### src/rtl/gtx_link_pkg.sv
// Shared types for the GTX link controller: state encoding (doubles as the LED/debug code on
// state_o) and the per-state output decode.
package gtx_link_pkg;

  localparam logic [2:0] LedReset    = 3'd0;
  localparam logic [2:0] LedWaitLos  = 3'd1;
  localparam logic [2:0] LedResetGt  = 3'd2;
  localparam logic [2:0] LedWaitDone = 3'd3;
  localparam logic [2:0] LedAlign    = 3'd4;
  localparam logic [2:0] LedUp       = 3'd5;
  localparam logic [2:0] LedBackoff  = 3'd6;

  typedef enum logic [2:0] {
    StReset    = LedReset,
    StWaitLos  = LedWaitLos,
    StResetGt  = LedResetGt,
    StWaitDone = LedWaitDone,
    StAlign    = LedAlign,
    StUp       = LedUp,
    StBackoff  = LedBackoff
  } link_state_t;

  // GTX is held in reset everywhere except while waiting for / using the lane.
  function automatic logic soft_reset_of(link_state_t st);
    case (st)
      StWaitDone, StAlign, StUp: return 1'b0;
      default:                   return 1'b1;
    endcase
  endfunction

  // Laser only on from the GT reset onwards, off while idle or backing off.
  function automatic logic tx_disable_of(link_state_t st);
    case (st)
      StResetGt, StWaitDone, StAlign, StUp: return 1'b0;
      default:                              return 1'b1;
    endcase
  endfunction

endpackage

### src/rtl/tgl_syn.sv
// Toggle-to-pulse synchronizer: two metastability flops plus one edge-detect flop. Each input
// toggle yields a single-cycle pulse that the consumer acts on 3 edges after the toggle.
module tgl_syn (
  input  logic clk_i,
  input  logic rst_i,
  input  logic tgl_i,
  output logic pulse_o
);

  logic [2:0] sync_q, sync_d;

  // Shift the toggle level through the synchronizer and the edge-detect stage.
  always_comb begin
    sync_d = {sync_q[1:0], tgl_i};
  end

  // Synchronizer state.
  always_ff @(posedge clk_i) begin
    if (rst_i) begin
      sync_q <= '0;
    end else begin
      sync_q <= sync_d;
    end
  end

  assign pulse_o = sync_q[1] ^ sync_q[2];

endmodule

### src/rtl/gtx_link_ctl.sv
// Link bring-up and supervision for the SFP/GTX lane: waits for a stable signal, resets the GT,
// waits for its reset FSMs, qualifies RX by comma count, then watches the error rate in UP.
// Any failure tears the lane down and retries after a backoff; LOS restarts from WAIT_LOS.
module gtx_link_ctl
  import gtx_link_pkg::*;
#(
  parameter int unsigned LOS_STABLE     = 1024,
  parameter int unsigned RST_CYCLES     = 16,
  parameter int unsigned DONE_TIMEOUT   = 2**20,
  parameter int unsigned ALIGN_WINDOW   = 65536,
  parameter int unsigned COMMA_MIN      = 64,
  parameter int unsigned ERR_WINDOW     = 65536,
  parameter int unsigned ERR_MAX        = 8,
  parameter int unsigned BACKOFF_CYCLES = 4096
) (
  input  logic       clk_i,
  input  logic       rst_i,
  input  logic       sfp_los_i,
  input  logic       tx_done_i,
  input  logic       rx_done_i,
  input  logic       comma_tgl_i,
  input  logic       err_tgl_i,
  output logic       soft_reset_o,
  output logic       sfp_tx_disable_o,
  output logic       link_up_o,
  output logic [2:0] state_o,
  output logic [7:0] retry_cnt_o
);

  localparam int unsigned LosW   = $clog2(LOS_STABLE + 1);
  localparam int unsigned RstW   = $clog2(RST_CYCLES + 1);
  localparam int unsigned DoneW  = $clog2(DONE_TIMEOUT + 1);
  localparam int unsigned WinW   = $clog2(ALIGN_WINDOW + 1);
  localparam int unsigned CommaW = $clog2(COMMA_MIN + 1);
  localparam int unsigned PerW   = $clog2(ERR_WINDOW + 1);
  localparam int unsigned ErrW   = $clog2(ERR_MAX + 1);
  localparam int unsigned BoW    = $clog2(BACKOFF_CYCLES + 1);

  // Timers leave their state on their last count, so they never pass it.
  localparam logic [LosW-1:0]   LosLast  = LosW'(LOS_STABLE - 1);
  localparam logic [RstW-1:0]   RstLast  = RstW'(RST_CYCLES - 1);
  localparam logic [DoneW-1:0]  DoneLast = DoneW'(DONE_TIMEOUT - 1);
  localparam logic [WinW-1:0]   WinLast  = WinW'(ALIGN_WINDOW - 1);
  localparam logic [CommaW-1:0] CommaMin = CommaW'(COMMA_MIN);
  localparam logic [PerW-1:0]   PerLast  = PerW'(ERR_WINDOW - 1);
  localparam logic [ErrW-1:0]   ErrMax   = ErrW'(ERR_MAX);
  localparam logic [BoW-1:0]    BoLast   = BoW'(BACKOFF_CYCLES - 1);

  // Level synchronizers.
  logic [1:0] los_sync_q, los_sync_d;
  logic [1:0] tx_sync_q, tx_sync_d;
  logic [1:0] rx_sync_q, rx_sync_d;
  logic       los_s, tx_done_s, rx_done_s, done_s;
  logic       comma_ev, err_ev;

  link_state_t       state_q, state_d;
  logic [LosW-1:0]   los_cnt_q, los_cnt_d;
  logic [RstW-1:0]   rst_cnt_q, rst_cnt_d;
  logic [DoneW-1:0]  done_cnt_q, done_cnt_d;
  logic [WinW-1:0]   win_cnt_q, win_cnt_d;
  logic [CommaW-1:0] comma_cnt_q, comma_cnt_d;
  logic [PerW-1:0]   per_cnt_q, per_cnt_d;
  logic [ErrW-1:0]   err_cnt_q, err_cnt_d;
  logic [BoW-1:0]    bo_cnt_q, bo_cnt_d;
  logic [7:0]        retry_q, retry_d;
  logic              soft_reset_q, tx_disable_q, link_up_q;

  tgl_syn u_comma_syn (
    .clk_i   (clk_i),
    .rst_i   (rst_i),
    .tgl_i   (comma_tgl_i),
    .pulse_o (comma_ev)
  );

  tgl_syn u_err_syn (
    .clk_i   (clk_i),
    .rst_i   (rst_i),
    .tgl_i   (err_tgl_i),
    .pulse_o (err_ev)
  );

  // Shift each level input through its two synchronizer flops.
  always_comb begin
    los_sync_d = {los_sync_q[0], sfp_los_i};
    tx_sync_d  = {tx_sync_q[0], tx_done_i};
    rx_sync_d  = {rx_sync_q[0], rx_done_i};
  end

  // Level synchronizer state.
  always_ff @(posedge clk_i) begin
    if (rst_i) begin
      los_sync_q <= '0;
      tx_sync_q  <= '0;
      rx_sync_q  <= '0;
    end else begin
      los_sync_q <= los_sync_d;
      tx_sync_q  <= tx_sync_d;
      rx_sync_q  <= rx_sync_d;
    end
  end

  assign los_s     = los_sync_q[1];
  assign tx_done_s = tx_sync_q[1];
  assign rx_done_s = rx_sync_q[1];
  assign done_s    = tx_done_s & rx_done_s;

  // Next state, timers and event counters.
  always_comb begin
    state_d     = state_q;
    los_cnt_d   = los_cnt_q;
    rst_cnt_d   = rst_cnt_q;
    done_cnt_d  = done_cnt_q;
    win_cnt_d   = win_cnt_q;
    comma_cnt_d = comma_cnt_q;
    per_cnt_d   = per_cnt_q;
    err_cnt_d   = err_cnt_q;
    bo_cnt_d    = bo_cnt_q;
    retry_d     = retry_q;

    unique case (state_q)
      StReset: state_d = StWaitLos;
      StWaitLos: begin
        if (los_s) begin
          los_cnt_d = '0;
        end else if (los_cnt_q == LosLast) begin
          state_d = StResetGt;
        end else begin
          los_cnt_d = los_cnt_q + 1'b1;
        end
      end
      StResetGt: begin
        if (rst_cnt_q == RstLast) begin
          state_d = StWaitDone;
        end else begin
          rst_cnt_d = rst_cnt_q + 1'b1;
        end
      end
      StWaitDone: begin
        if (done_s) begin
          state_d = StAlign;
        end else if (done_cnt_q == DoneLast) begin
          state_d = StBackoff;
        end else begin
          done_cnt_d = done_cnt_q + 1'b1;
        end
      end
      StAlign: begin
        // An error in the same cycle as a comma wins.
        if (err_ev) begin
          comma_cnt_d = '0;
        end else if (comma_ev) begin
          comma_cnt_d = comma_cnt_q + 1'b1;
        end
        if (comma_cnt_d == CommaMin) begin
          state_d = StUp;
        end else if (win_cnt_q == WinLast) begin
          state_d = StBackoff;
        end else begin
          win_cnt_d = win_cnt_q + 1'b1;
        end
      end
      StUp: begin
        // An error on the wrap cycle is the first of the new period.
        if (per_cnt_q == PerLast) begin
          per_cnt_d = '0;
          err_cnt_d = ErrW'(err_ev);
        end else begin
          per_cnt_d = per_cnt_q + 1'b1;
          if (err_ev) begin
            err_cnt_d = err_cnt_q + 1'b1;
          end
        end
        if (!done_s || err_cnt_d == ErrMax) begin
          state_d = StBackoff;
        end
      end
      StBackoff: begin
        if (bo_cnt_q == BoLast) begin
          state_d = StWaitLos;
        end else begin
          bo_cnt_d = bo_cnt_q + 1'b1;
        end
      end
      default: state_d = StReset;
    endcase

    // LOS overrides everything and is not counted as a retry.
    if (los_s && state_q != StReset && state_q != StWaitLos) begin
      state_d = StWaitLos;
    end

    if (state_d != state_q) begin
      los_cnt_d   = '0;
      rst_cnt_d   = '0;
      done_cnt_d  = '0;
      win_cnt_d   = '0;
      comma_cnt_d = '0;
      per_cnt_d   = '0;
      err_cnt_d   = '0;
      bo_cnt_d    = '0;
      if (state_d == StBackoff && retry_q != 8'hFF) begin
        retry_d = retry_q + 1'b1;
      end
    end
  end

  // FSM state, counters and outputs decoded from the next state.
  always_ff @(posedge clk_i) begin
    if (rst_i) begin
      state_q      <= StReset;
      los_cnt_q    <= '0;
      rst_cnt_q    <= '0;
      done_cnt_q   <= '0;
      win_cnt_q    <= '0;
      comma_cnt_q  <= '0;
      per_cnt_q    <= '0;
      err_cnt_q    <= '0;
      bo_cnt_q     <= '0;
      retry_q      <= '0;
      soft_reset_q <= 1'b1;
      tx_disable_q <= 1'b1;
      link_up_q    <= 1'b0;
    end else begin
      state_q      <= state_d;
      los_cnt_q    <= los_cnt_d;
      rst_cnt_q    <= rst_cnt_d;
      done_cnt_q   <= done_cnt_d;
      win_cnt_q    <= win_cnt_d;
      comma_cnt_q  <= comma_cnt_d;
      per_cnt_q    <= per_cnt_d;
      err_cnt_q    <= err_cnt_d;
      bo_cnt_q     <= bo_cnt_d;
      retry_q      <= retry_d;
      soft_reset_q <= soft_reset_of(state_d);
      tx_disable_q <= tx_disable_of(state_d);
      link_up_q    <= (state_d == StUp);
    end
  end

  assign soft_reset_o     = soft_reset_q;
  assign sfp_tx_disable_o = tx_disable_q;
  assign link_up_o        = link_up_q;
  assign state_o          = state_q;
  assign retry_cnt_o      = retry_q;

endmodule

### config.mk
export PLATFORM = sky130hd
export DESIGN_NAME = gtx_link_ctl
export DESIGN_NICKNAME = d
export VERILOG_FILES = /design/src/rtl/gtx_link_pkg.sv /design/src/rtl/tgl_syn.sv /design/src/rtl/gtx_link_ctl.sv
export SDC_FILE = /design/constraint.sdc
export NUM_CORES = 1
export LEC_CHECK = 0
export CAP_MARGIN = 20
export CORE_MARGIN = 2
export CORE_UTILIZATION = 30
export DETAILED_ROUTE_END_ITERATION = 10
export SYNTH_ARGS = -nofsm -noshare
export SYNTH_HDL_FRONTEND = slang
export SYNTH_SLANG_ARGS = --single-unit
### constraint.sdc
create_clock -name clk_i -period 2.6 [get_ports clk_i]
set_input_delay 0.26 -clock clk_i [delete_from_list [all_inputs] [get_ports clk_i]]
set_output_delay 0.26 -clock clk_i [all_outputs]
set_load 0.03 [all_outputs]
# Word-level counts from Yosys, hierarchy flattened
# Index checks and enable logic that the tools add are counted.
# Widths: inputs -> output; s select.
[word_totals]
reg_bits = 121
input_bits = 7
output_inout_bits = 14
elab_cells = 97
[op_classes]
add_sub_neg = 9
n_eq_ne = 23
muxes = 22
n_bitwise = 9
n_reduce_logical = 16
[op_table]
columns = ["op", "count"]
rows = [
  ["$add 17x1->17 const B", 2],
  ["$eq 17x16->1 const B", 2],
  ["$mux 3", 10],
  ["$mux 11", 2],
  ["$add 21x1->21 const B", 1],
  ["$eq 21x20->1 const B", 1],
  ["$mux 7", 3],
  ["$pmux 3 s7", 1],
  ["$eq 3x3->1 const B", 6],
  ["$mux 17", 1],
  ["$add 13x1->13 const B", 1],
  ["$eq 13x12->1 const B", 1],
  ["$eq 3x2->1 const B", 4],
  ["$mux 4", 3],
  ["$add 11x1->11 const B", 1],
  ["$eq 11x10->1 const B", 1],
  ["$add 8x1->8 const B", 1],
  ["$ne 8x8->1 const B", 1],
  ["$reduce_and 2->1", 4],
  ["$add 7x1->7 const B", 1],
  ["$eq 7x7->1 const B", 1],
  ["$not 1->1", 6],
  ["$reduce_and 3->1", 2],
  ["$add 5x1->5 const B", 1],
  ["other kinds (18)", 22],
]

# Depth between registers and ports, before layout
[depth]
ltp_word = 12
ltp_mapped = 13
depth_no_buf = 11

# By module
# A second synthesis with hierarchy kept.
[hier_totals]
hier_cells = 718
hier_area_um2 = 6213.5
[modules_own_cells]
columns = ["mod", "n_inst", "cells_per_inst", "area_per_inst_um2", "seq_area_each_um2"]
rows = [
  ["gtx_link_ctl", 1, 704, 6038.3, 2302.2],
  ["tgl_syn", 2, 7, 87.6, 60.1],
]

# Worst setup path before layout
# No wires, ideal clock.
[synth_path]
kind = "register -> register"
start = "register state_q[0], in the netlist state_o[0]"
end = "register retry_q[6], in the netlist retry_cnt_o[6]"
t_arrival_ps = 2429
required_time_ps = 2479
setup_slack_ps = 51
path_stages_with_launch = 11
synth_period_minus_slack_ps = 2549
path_cell_list = "dfxtp_1 buf_4 nand3b_1 nand2b_1 a21oi_2 nand4b_1 nor2_1 a2bb2o_2 buf_6 nor4b_1 mux2_2"
[synth_between]
elab_chain_len = 7
[synth_rtl]
columns = ["element", "line", "source"]
rows = [
  ["start: declaration", "gtx_link_ctl.sv:56", "link_state_t state_q, state_d;"],
  ["start signal: assignment", "gtx_link_ctl.sv:210", "state_q <= StReset;"],
  ["start signal: assignment", "gtx_link_ctl.sv:224", "state_q <= state_d;"],
  ["$mux 3, or another cell as far along", "gtx_link_ctl.sv:156", "end else if (win_cnt_q == WinLast) begin"],
  ["$mux 3, or another cell as far along", "gtx_link_ctl.sv:154", "if (comma_cnt_d == CommaMin) begin"],
  ["$pmux 3 s7 / $logic_and 1x1->1 (equally long branches)", "gtx_link_ctl.sv:120, gtx_link_ctl.sv:188", ""],
  ["$mux 3", "gtx_link_ctl.sv:188", "if (los_s && state_q != StReset && state_q != StWaitLos) begin"],
  ["$eq 3x3->1", "gtx_link_ctl.sv:201", "if (state_d == StBackoff && retry_q != 8'hFF) begin"],
  ["$logic_and 1x1->1", "gtx_link_ctl.sv:201", ""],
  ["$reduce_and 2->1 (no line) (*)", "--", ""],
  ["end signal: assignment", "gtx_link_ctl.sv:233", "retry_q <= retry_d;"],
  ["end: declaration", "gtx_link_ctl.sv:65", "logic [7:0] retry_q, retry_d;"],
]
# Every way passes the cells marked *; elsewhere a longest branch is shown, timed or not.
# A chain may end at the register's enable or synchronous reset.

# Worst setup path in the final report
[layout_path]
start = "register u_comma_syn.sync_q[1]"
end = "register los_cnt_q[2]"
[layout_between]
elab_chain_len = 10
[layout_rtl]
columns = ["element", "line", "source"]
rows = [
  ["start: declaration", "tgl_syn.sv:10", "logic [2:0] sync_q, sync_d;"],
  ["start signal: assignment", "tgl_syn.sv:22", "sync_q <= sync_d;"],
  ["$xor 1x1->1", "tgl_syn.sv:26", "assign pulse_o = sync_q[1] ^ sync_q[2];"],
  ["$mux 7", "gtx_link_ctl.sv:151", "end else if (comma_ev) begin"],
  ["$mux 7", "gtx_link_ctl.sv:149", "if (err_ev) begin"],
  ["$mux 7", "gtx_link_ctl.sv:120", "unique case (state_q)"],
  ["$eq 7x7->1", "gtx_link_ctl.sv:154", ""],
  ["$mux 3", "gtx_link_ctl.sv:154", ""],
  ["$pmux 3 s7", "gtx_link_ctl.sv:120", ""],
  ["$mux 3", "gtx_link_ctl.sv:188", ""],
  ["$ne 3x3->1", "gtx_link_ctl.sv:192", "if (state_d != state_q) begin"],
  ["$reduce_or 2->1 (no line)", "--", ""],
  ["end signal: assignment", "gtx_link_ctl.sv:225", "los_cnt_q <= los_cnt_d;"],
  ["end: declaration", "gtx_link_ctl.sv:57", "logic [LosW-1:0] los_cnt_q, los_cnt_d;"],
]
# No other way between the ends. The select of a mux whose other input is x is not followed.

==> impl_summary.log <==
[metrics] violations in the final reports: setup timing
[metrics] Critical Path Sink Type: flop
[metrics] hold slack final: 391 ps
[metrics] share of cells above drive strength 1: 25.2%
[metrics] cell types with the largest area share after synthesis: dfxtp_1 (41%), nor2_1 (7.8%), xor2_1 (5.6%)
[metrics] GRT Total Usage: 12.4%
[metrics] area of the core: 19,400 um2
[metrics] number of port buffers: 20
[metrics] most frequent cell on the critical path: buf_4
[metrics] number of buffers inserted during clock tree synthesis: 17
[metrics] NumNets Final: 796
[metrics] boundary pin count: 21
[metrics] clk root buf: clkbuf_16
[metrics] clock tree from TritonCTS: yes
[metrics] Leakage: 2.88 nW
[metrics] Detail Placement HPWL: 8370 um
[metrics] antenna violations before repair: 0
[metrics] worst min-delay path class: input pin to flop
[metrics] sequential fraction of the synthesis area: 41.0%
[metrics] Placement Setup Slack: -122 ps
[metrics] Worst Path Class, Setup: flop to flop
[metrics] RSZ-0062 raised after global routing: yes
[metrics] number of clock sinks: 121
[metrics] via count of the routed design: 5,078
[metrics] horizontal die dimension: 144 um
[metrics] maximum clock insertion buffer count: 2
[metrics] total standard cell area after synthesis: 5910 um2
[metrics] data required time at the worst endpoint: 2950 ps
[metrics] pin count of the biggest net entering global routing: 46
[metrics] drt first-iter violations: 323
[metrics] outcome: complete, but fails checks
[metrics] number of endpoints failing setup at the final stage: 5
[metrics] final hold viol count: 0
[metrics] post-synth net total: 693
[metrics] Synth top area share: 41.0%
[metrics] wire length of the first global-routing pass: 21,000 um
[metrics] post-route clock skew: 13.8 ps
[metrics] critical-path cell list: xor2_2 -> buf_4 -> a2111oi_2 -> a31oi_2 -> a211oi_4 -> nor2_4 -> o211ai_2 -> nand4b_4 -> buf_12 -> buf_8 -> buf_4 -> a21oi_1
[metrics] DRC Markers: 0
[metrics] setup slack after layout: -21.2 ps
[metrics] Critical Path Max Stage Delay: 460 ps
[metrics] Avg WL per Cell: 12.6 um
[metrics] via count normalized by instance count: 4.81
[metrics] share of async-settable or async-resettable flops after synthesis: 0%
[metrics] Layout Area Growth over Synthesis: 33.0%
[metrics] maximum resistive drop on vdd: 438 uV
[metrics] antenna diode count: 0
[metrics] fill cell total of the finished layout: 1,950
[metrics] number of iterations in the first detailed-routing pass: 4
[metrics] pins over their slew limit: 0
[metrics] total power density per cell area: 560 nW/um2
[metrics] final cell count without fillers: 1,056
[metrics] count of flip-flops with a built-in enable after synthesis: 0
[metrics] FF+latch count, synth: 121
[metrics] largest fanout on the critical path: 9
[metrics] Final Instance Area: 7870 um2
[metrics] Total Negative Setup Slacks: -67.2 ps
[metrics] Die Area: 20,900 um2
[metrics] starting utilization of the core area: 30.5%
[metrics] number of placement rows: 51
[metrics] slowest stage cell, crit path: a2111oi_2
[metrics] signal arrival time at the worst endpoint: 2980 ps
[metrics] main flop type after synthesis: dfxtp_1
[metrics] cell count after synthesis: 675
[metrics] GRT overflow: 0
[metrics] H-Tree Level Count: 4
[metrics] startpoint class of the critical path: flop
[metrics] worst slew pin tran: 783 ps
[metrics] post-route fraction of the period consumed by the critical path: 101%
[metrics] number of warnings reported in the yosys synthesis log: 0
[metrics] Slew Limit Headroom: 47.7%
[metrics] Syn Area/Cell: 8.76 um2
[metrics] Max-cap violations: 0
[metrics] Highest Clock Rate: 381 MHz
[metrics] global placement routability congestion: 0.839
[metrics] vias in the first global route: 4,584
[metrics] clock-pin slew of the registers on the worst-case setup and hold paths: 60 ps
[metrics] count of cell types in the netlist: 68
[metrics] Clock Latency Late Sink: 420 ps
[metrics] hold bufs inserted after CTS: 0
[metrics] cell total after placement: 1,003
[metrics] count of nets left with antenna violations after detail routing: 0
[metrics] final period demand of the worst path: 2620 ps
[metrics] chip height: 144 um
[metrics] Cell Area, Placed: 6790 um2
[metrics] total detailed-routing wirelength: 13,300 um
[metrics] library cell with the largest summed area after synthesis: dfxtp_1
==> repair_timing <==
| action | 4_1_cts | 5_1_grt |
|---|---|---|
| endpoints found under the setup margin | 53 | 85 |
| gates resized for setup | 7 | 56 |
| setup buffers | 1 | 16 |
| cloned | 0 | 4 |
| pin swaps | 2 | 25 |
| endpoints found under the hold margin | 0 | 0 |
==> registers in the layout (all words and copies together), names as in the netlist, 3 cells and up <==
| signal | count |
|---|---|
| comma_cnt_q | 7 |
| rst_cnt_q | 5 |
| state_o | 3 |
| err_cnt_q | 4 |
| bo_cnt_q | 13 |
| u_comma_syn.sync_q | 3 |
| u_err_syn.sync_q | 3 |
| los_cnt_q | 11 |
| per_cnt_q | 17 |
| retry_cnt_o | 8 |
| done_cnt_q | 21 |
| win_cnt_q | 17 |
==> kinds of logic (layout without fill, tap and decap cells) <==
kind of cell             after synthesis  count (layout)  synth area share (%)
AO/OA/AOI/OAI                         97              99                  10.8
multiplexers                           9               9                  1.61
buffers and inverters                 43             157                  4.99
adder cells (fa/ha/maj)               11              11                  2.33
XOR/XNOR                              64              64                  9.73
flip-flops                           121             121                  41.0
AND/OR/NAND/NOR                      330             330                  29.6
==> metrics by stage <==
stage               utilization, %  power (mW)
global placement              35.0        2.08
CTS                           38.3        4.42
global route                  40.6        4.57
detailed placement            35.0        2.08
floorplan                        -        2.03
finish                        40.6        4.40
==> cells in the mapped netlist (6+ instances only) <==
cell type,number
nand2b_1,6
clkbuf_1,9
xor2_1,38
nand2_1,33
ha_1,11
a21oi_1,30
nand3b_1,6
o21ai_0,26
buf_6,9
buf_2,8
nand3_1,23
nor2_1,123
nor3_1,15
inv_1,11
nor2b_1,16
or3_1,8
nand4_1,32
and3_1,23
a211oi_1,6
dfxtp_1,121
xnor2_1,24
==> placed cells by master (no fill, tap or decap), types with 5 or more instances in the layout <==
cell,n
nor2_1,121
dfxtp_1,112
buf_4,85
xor2_1,38
nand4_1,32
nand2_1,31
a21oi_1,29
o21ai_0,24
xnor2_1,23
nand3_1,22
and3_1,20
clkdlybuf4s50_1,20
clkbuf_16,19
nor2b_1,16
nor3_1,13
inv_1,11
dfxtp_2,9
ha_1,8
or3_1,7
nand2b_1,6
nand3b_1,6
and2_1,5
mux2i_1,5
nor3b_1,5
clkinvlp_4,5
==> power by group <==
group          internal, mW  switching (mW)
Sequential             1.87         0.00512
Clock                  1.44           0.877
Combinational        0.0956           0.122
==> worst max-delay path, delay by kind of cell, from the launching register on <==
| family | cells | cell delay, ps |
|---|---|---|
| AOI/OAI and AO/OA | 5 | 1210 |
| xor gates and xnor gates | 1 | 200 |
| buffers and inverters | 4 | 580 |
| DFF | 1 | 330 |
| and+or+nand+nor | 2 | 240 |
==> metal layers <==
layer,GRT usage (%),share of wire [%]
met5,0,0
met2,19.7,46
met1,16.2,49
met4,4.19,1.4
met3,3.41,3.0
==> cell type report <==
class,count,area [um2],share of cell area [%]
sequential,121,2430,30.9
clock inverter,13,143,1.81
inverter,12,45.0,0.573
tap,265,332,4.22
clock buffer,19,443,5.63
timing repair buffer,113,990,12.6
multi-input combinational,513,3480,44.3
==> final timing paths <==
kind                    startpoint             to  slack (ps)  cells past startpoint
max          u_comma_syn.sync_q[1]   los_cnt_q[2]         -20                     12
min                      rx_done_i   rx_sync_q[0]         390                      2
max reg2reg  u_comma_syn.sync_q[1]   los_cnt_q[2]         -20                     12
min reg2reg          los_cnt_q[10]  los_cnt_q[10]         430                      2
Note: power is estimated with default switching activity, not from simulation.
